--- config.mk ---
export PLATFORM = sky130hd
export DESIGN_NAME = uart_apb_master
export DESIGN_NICKNAME = d
export VERILOG_FILES = /design/src/rtl/uart_apb_master.sv
export SDC_FILE = /design/constraint.sdc
export NUM_CORES = 1
export LEC_CHECK = 0
export ABC_CLOCK_PERIOD_IN_PS = 1900
export BUFFER_PORTS_ARGS = -buffer_cell sky130_fd_sc_hd__buf_2
export CAP_MARGIN = 30
export CORE_ASPECT_RATIO = 0.9
export CORE_UTILIZATION = 45
export DETAILED_ROUTE_END_ITERATION = 10
export GPL_ROUTABILITY_DRIVEN = 0
export PLACE_DENSITY = 0.79
export SLEW_MARGIN = 20
export SYNTH_ARGS = -nofsm -noshare
export SYNTH_HDL_FRONTEND = slang
export SYNTH_SLANG_ARGS = --single-unit
export TNS_END_PERCENT = 20
--- constraint.sdc ---
create_clock -name PCLK -period 1.9 [get_ports PCLK]
set_input_delay 0.285 -clock PCLK [delete_from_list [all_inputs] [get_ports PCLK]]
set_output_delay 0.285 -clock PCLK [all_outputs]
set_load 0.02 [all_outputs]
--- src/rtl/uart_apb_master.sv ---
// rtl/uart_apb_master.sv - APB initiator bridging core load/store requests to the UART APB slave
// Optional ACCESS-phase timeout abort: define UART_APB_MASTER_TIMEOUT_EN.
module uart_apb_master #(
    parameter int ADDR_W  = 5,
    parameter int DATA_W  = 32,
    parameter int TIMEOUT = 255
) (
    input  logic              PCLK,
    input  logic              PRESET,
    input  logic              req_valid,
    output logic              req_ready,
    input  logic              req_write,
    input  logic [ADDR_W-1:0] req_addr,
    input  logic [DATA_W-1:0] req_wdata,
    output logic              rsp_valid,
    output logic [DATA_W-1:0] rsp_rdata,
    output logic              rsp_err,
    output logic              PSEL,
    output logic              PENABLE,
    output logic              PWRITE,
    output logic [ADDR_W-1:0] PADDR,
    output logic [DATA_W-1:0] PWDATA,
    input  logic [DATA_W-1:0] PRDATA,
    input  logic              PREADY
);

    localparam logic [1:0] ST_IDLE   = 2'd0;
    localparam logic [1:0] ST_SETUP  = 2'd1;
    localparam logic [1:0] ST_ACCESS = 2'd2;

    if (TIMEOUT < 1 || TIMEOUT > 255 || ADDR_W < 2) begin : g_bad_params
        $error("uart_apb_master: TIMEOUT must be 1..255 and ADDR_W at least 2");
    end

    logic [1:0] state;
    logic       timed_out;

`ifdef UART_APB_MASTER_TIMEOUT_EN
    // Abort on the edge that would bring the wait count up to TIMEOUT.
    localparam logic [7:0] WAIT_LAST = 8'(TIMEOUT - 1);
    logic [7:0] wait_cnt;

    assign timed_out = !PREADY && (wait_cnt == WAIT_LAST);

    always_ff @(posedge PCLK) begin
        if (PRESET) begin
            wait_cnt <= 8'd0;
        end else if (state == ST_SETUP) begin
            wait_cnt <= 8'd0;
        end else if (state == ST_ACCESS && !PREADY) begin
            wait_cnt <= wait_cnt + 8'd1;
        end
    end
`else
    assign timed_out = 1'b0;
`endif

    always_ff @(posedge PCLK) begin
        if (PRESET) begin
            state     <= ST_IDLE;
            req_ready <= 1'b1;
            rsp_valid <= 1'b0;
            rsp_err   <= 1'b0;
            rsp_rdata <= '0;
            PSEL      <= 1'b0;
            PENABLE   <= 1'b0;
            PWRITE    <= 1'b0;
            PADDR     <= '0;
            PWDATA    <= '0;
        end else begin
            rsp_valid <= 1'b0;
            case (state)
                ST_IDLE: begin
                    if (req_valid && req_ready) begin
                        PWRITE <= req_write;
                        PADDR  <= req_addr;
                        PWDATA <= req_wdata;
                        // Misaligned word access never reaches the bus.
                        if (req_addr[1:0] != 2'b00) begin
                            rsp_valid <= 1'b1;
                            rsp_err   <= 1'b1;
                            rsp_rdata <= '0;
                        end else begin
                            state     <= ST_SETUP;
                            PSEL      <= 1'b1;
                            req_ready <= 1'b0;
                        end
                    end
                end
                ST_SETUP: begin
                    state   <= ST_ACCESS;
                    PENABLE <= 1'b1;
                end
                ST_ACCESS: begin
                    if (PREADY) begin
                        state     <= ST_IDLE;
                        PSEL      <= 1'b0;
                        PENABLE   <= 1'b0;
                        req_ready <= 1'b1;
                        rsp_valid <= 1'b1;
                        rsp_err   <= 1'b0;
                        rsp_rdata <= PWRITE ? '0 : PRDATA;
                    end else if (timed_out) begin
                        state     <= ST_IDLE;
                        PSEL      <= 1'b0;
                        PENABLE   <= 1'b0;
                        req_ready <= 1'b1;
                        rsp_valid <= 1'b1;
                        rsp_err   <= 1'b1;
                        rsp_rdata <= '0;
                    end
                end
                default: begin
                    state     <= ST_IDLE;
                    PSEL      <= 1'b0;
                    PENABLE   <= 1'b0;
                    req_ready <= 1'b1;
                end
            endcase
        end
    end

endmodule

# Word-level counts from Yosys, hierarchy flattened
# Index checks and enable logic that the tools add are counted.
dict set report totals {
  reg_bits 77
  in_bits 74
  output_inout_bits 75
  wordCells 52
}
dict set report classes {
  n_eq_ne 6
  n_mux 25
  n_bitwise 2
  n_reduce_logical 9
}
# op n
set ops {}
lappend ops {{$mux 32} 4}
lappend ops {{$pmux 32 s2} 1}
lappend ops {{$mux 1} 11}
lappend ops {{$pmux 1 s3} 3}
lappend ops {{$ne 2x2->1 const B} 4}
lappend ops {{$reduce_and 4->1} 2}
lappend ops {{$mux 2} 3}
lappend ops {{$pmux 2 s3} 1}
lappend ops {{$pmux 1 s2} 2}
lappend ops {{$reduce_and 2->1} 2}
lappend ops {{$reduce_bool 2->1} 2}
lappend ops {{$reduce_and 3->1} 1}
lappend ops {{$eq 2x1->1 const B} 1}
lappend ops {{$eq 2x2->1 const B} 1}
lappend ops {{$logic_not 2->1} 1}
lappend ops {{$not 1->1} 2}
lappend ops {{$logic_and 1x1->1} 1}

# Depth between registers and ports, before layout
dict set report logic_depth {
  word_depth 4
  ltp_mapped 6
  ltp_nobuf 3
}

# Worst setup path before layout
# OpenSTA, ideal clock, no wires.
dict set report synth_path {
  path_kind {reg-to-reg}
  start {register state[1]}
  end {register rsp_rdata[10]}
  setup_ns 0.072
  arrival_time_ns 1.282
  t_required_ns 1.828
  path_slack_ns 0.547
  stages_incl_launch_ff 6
  n_path_buf 2
  period_less_slack_ns 1.353
  path_cell_list {dfxtp_1 buf_4 and3b_1 o221ai_4 buf_6 mux2i_1}
}
dict set report synth_via {
  elab_chain_len 3
  elab_cells_between_ends 8
  cone_classes {4 x eq/ne; 1 x mux; 3 x reduce/logical}
}
# element line
set synth_lines {}
lappend synth_lines {{start, declared} 35} ;# logic [1:0] state;
lappend synth_lines {{start signal, assigned} 60} ;# state <= ST_IDLE;
lappend synth_lines {{start signal, assigned} 84} ;# state <= ST_SETUP;
lappend synth_lines {{start signal, assigned} 91} ;# state <= ST_ACCESS;
lappend synth_lines {{$eq 2x2->1 or $logic_not 2->1 (tied branches)} 72} ;# case (state)
lappend synth_lines {{$ne 2x2->1 (no source line) or $reduce_bool 2->1 (tied branches)} -}
lappend synth_lines {{$reduce_and 4->1 (no source line)} -}
lappend synth_lines {{end signal, assigned} 102} ;# rsp_rdata <= PWRITE ? '0 : PRDATA;
lappend synth_lines {{end, declared} 16} ;# output logic [DATA_W-1:0] rsp_rdata,
# Parallel ways exist; a longest one is shown, timed or not.
# A chain may end at the register's enable or synchronous reset.

# Worst setup path in the final report
dict set report layout_path {
  start {register state[1]}
  end {register rsp_rdata[5]}
}
# Same word-level chain as after synthesis.

==> flow_summary.ini <==
[run_status]
outcome = complete, no violations

[synthesis]
synthFlopType = dfxtp_1
ys_warn_count = 0
yosys.cell_types.count = 24
synth_area_leaders = dfxtp_1 (52%), nand2_1 (14%), mux2i_1 (11%)
yosysTopAreaCell = dfxtp_1
avgSynthCellArea_um2 = 8.87
synth_most_common_cell = nand2_1
synth_edf_count = 0
ys_seq_elements = 77
async_flop_share = 0
synth_nets = 410
synth_cells = 336
synth_top_area_frac = 0.517
synth_common_cells = nand2_1 (108), dfxtp_1 (77), a21oi_1 (39)
synth_area_um2 = 2980
seq_area_frac_synth = 0.517

[floorplanning]
die_x_um = 87.8
ios = 149
die_area_um2 = 6950
start_util = 0.477
die_h_um = 79.2
rows = 27
fp.coreArea_um2 = 6250

[sta]
slew_headroom = 0.529
post-route-period-util = 0.820
maxSlewViolCount = 0
max_freq_ghz = 0.642
skew_ns = 0.00894
worstMarginPinSlew_ns = 0.706
setup_viol = 0
setup_ws_ns = 0.341
hold_viol = 0
fin_setup_tns_ns = 0
layout_min_cycle_time_ns = 1.56
rsz0062_at_grt = false

[drt]
route.detailed.drc = 0
routedWlPerCell_um = 12.1
ant_nets = 0
drt-total-wl_mm = 6.83
first_iter_violations = 113
via_count = 2668
dr.pass1.iters = 5
via_per_inst = 4.72

[global_route]
grt_start_max_net_pins = 78
grt_overflow = 0
grt_pass1_wl_mm = 10.8
first_global_vias = 2479
track_usage = 0.199
antenna_found_initial = 0

[power_and_ir_drop]
power.density_nw_per_um2 = 860
irDropWorstVdd_uv = 556
power.leakage_uw = 0.00193

[critical_path]
endpoint_kind = register
critPathMaxStageDelay_ns = 0.51
cp.required_ns = 2.16
r2r_start = state[1]$_SDFFE_PP0P_
critPathLaunchType = register
worstPathArrival_ns = 1.82
slowest_stage = dfxtp_1
setup.worst_path.start = state[1]$_SDFFE_PP0P_
path_class = reg2reg
cp_max_fo = 33
cp_cell_sequence = and3b_1 -> o221ai_4 -> buf_12 -> mux2i_1

[layout]
drive_gt1_frac = 0.356
postLayoutCellArea_um2 = 3950
nets = 548
final_util = 0.633
nFillCells = 558
stdcell_count = 565
syn2layout_area_growth_pct = 32.7
antennaDiodeCount = 0

[clocking]
clock_latency_ns = 0.34
post_cts_buffers = 0
cts.sinks = 77
clk_pin_slew_ns = 0.08
clockBufferDepth = 2
cts_max_level = 3
cts_resized = 0
cts_root_buf = clkbuf_8
cts_tree = yes
numCtsBuffers = 9
hold_buffers = 0

[placed_design]
dp_hpwl_mm = 4.65
port_buffers = 148
pre_cts_ws_ns = 0.287
dpl_cell_area_um2 = 3750
dp_cells = 550

[run]
drv_cap = 0

[hold_path]
hold_start = req_wdata[26]
hp-class = in2reg
## area by class of cell
cell class | count | area (um2) | share of cell area
timing repair buffer | 153 | 803 | 0.203
clock buffer | 11 | 151 | 0.0383
multi-input combinational | 231 | 1290 | 0.327
tap | 87 | 109 | 0.0275
sequential | 77 | 1540 | 0.390
clock inverter | 4 | 47.5 | 0.0120
inverter | 2 | 7.51 | 0.00190
## cell usage in the layout (no fill, tap or decap)
master	instances
clkinvlp_4	1
bufinv_16	1
nand2_1	108
and2_1	1
clkinv_2	2
inv_1	2
a21oi_1	39
buf_12	2
nor3_1	3
and4bb_1	1
nand4bb_1	1
o21a_1	1
nor2b_1	1
a311oi_1	1
and3b_1	1
o22ai_1	2
dfxtp_1	77
nand2b_1	33
or2_0	1
nor4b_4	1
o221ai_4	1
clkbuf_8	11
nor2_1	3
buf_2	148
mux2i_1	33
buf_4	3
## per-stage QoR
stage          power [uW]  hold WS (ns)
2_1_floorplan        2040         0.404
3_3_place_gp         2200         0.439
3_5_place_dp         2210         0.446
4_1_cts              3440         0.157
5_1_grt              3560         0.166
6_report             3400         0.173
## registers in the layout (all words and copies together) (netlist names)
signal     cells
PWDATA        32
rsp_rdata     32
PADDR          5
state          2
PENABLE        1
PSEL           1
PWRITE         1
req_ready      1
rsp_err        1
rsp_valid      1
## report_power, final
part           total (uW)  internal, uW  switching (uW)
registers            1710          1680            34.3
logic                 462           194             268
clock network        1230           667             561
## cells by family (layout without fill, tap and decap cells)
group           Yosys count  in the layout  share of synthesized area
compound gates           44             44                     0.0840
buf+inv                  28            170                     0.0487
flops                    77             77                      0.517
mux                      33             33                      0.111
simple gates            154            154                      0.239
## metal layers
metal | GRT usage | share of wire | vias to the layer above
met5 | 0 | 0 | -
met3 | 0.0530 | 0.053 | 9
met2 | 0.345 | 0.49 | 86
met1 | 0.232 | 0.44 | 1214
met4 | 0.0787 | 0.013 | 0
li1 | - | - | 1359
## worst max-delay path, delay by kind of cell (launching register included)
kind	cells	cell delay (ns)
mux	1	0.23
simple gates	1	0.25
compound gates	1	0.20
buf+inv	1	0.27
flops	1	0.51
## final timing paths
path         slack, ns  cells after the start                        end
max               0.34                      4  rsp_rdata[5]$_SDFFE_PP0P_
min               0.17                      3    PWDATA[26]$_SDFFE_PP0P_
max reg2reg       0.34                      4  rsp_rdata[5]$_SDFFE_PP0P_
min reg2reg       0.45                      2     PWDATA[7]$_SDFFE_PP0P_
Note: power is estimated with default switching activity, not from simulation.
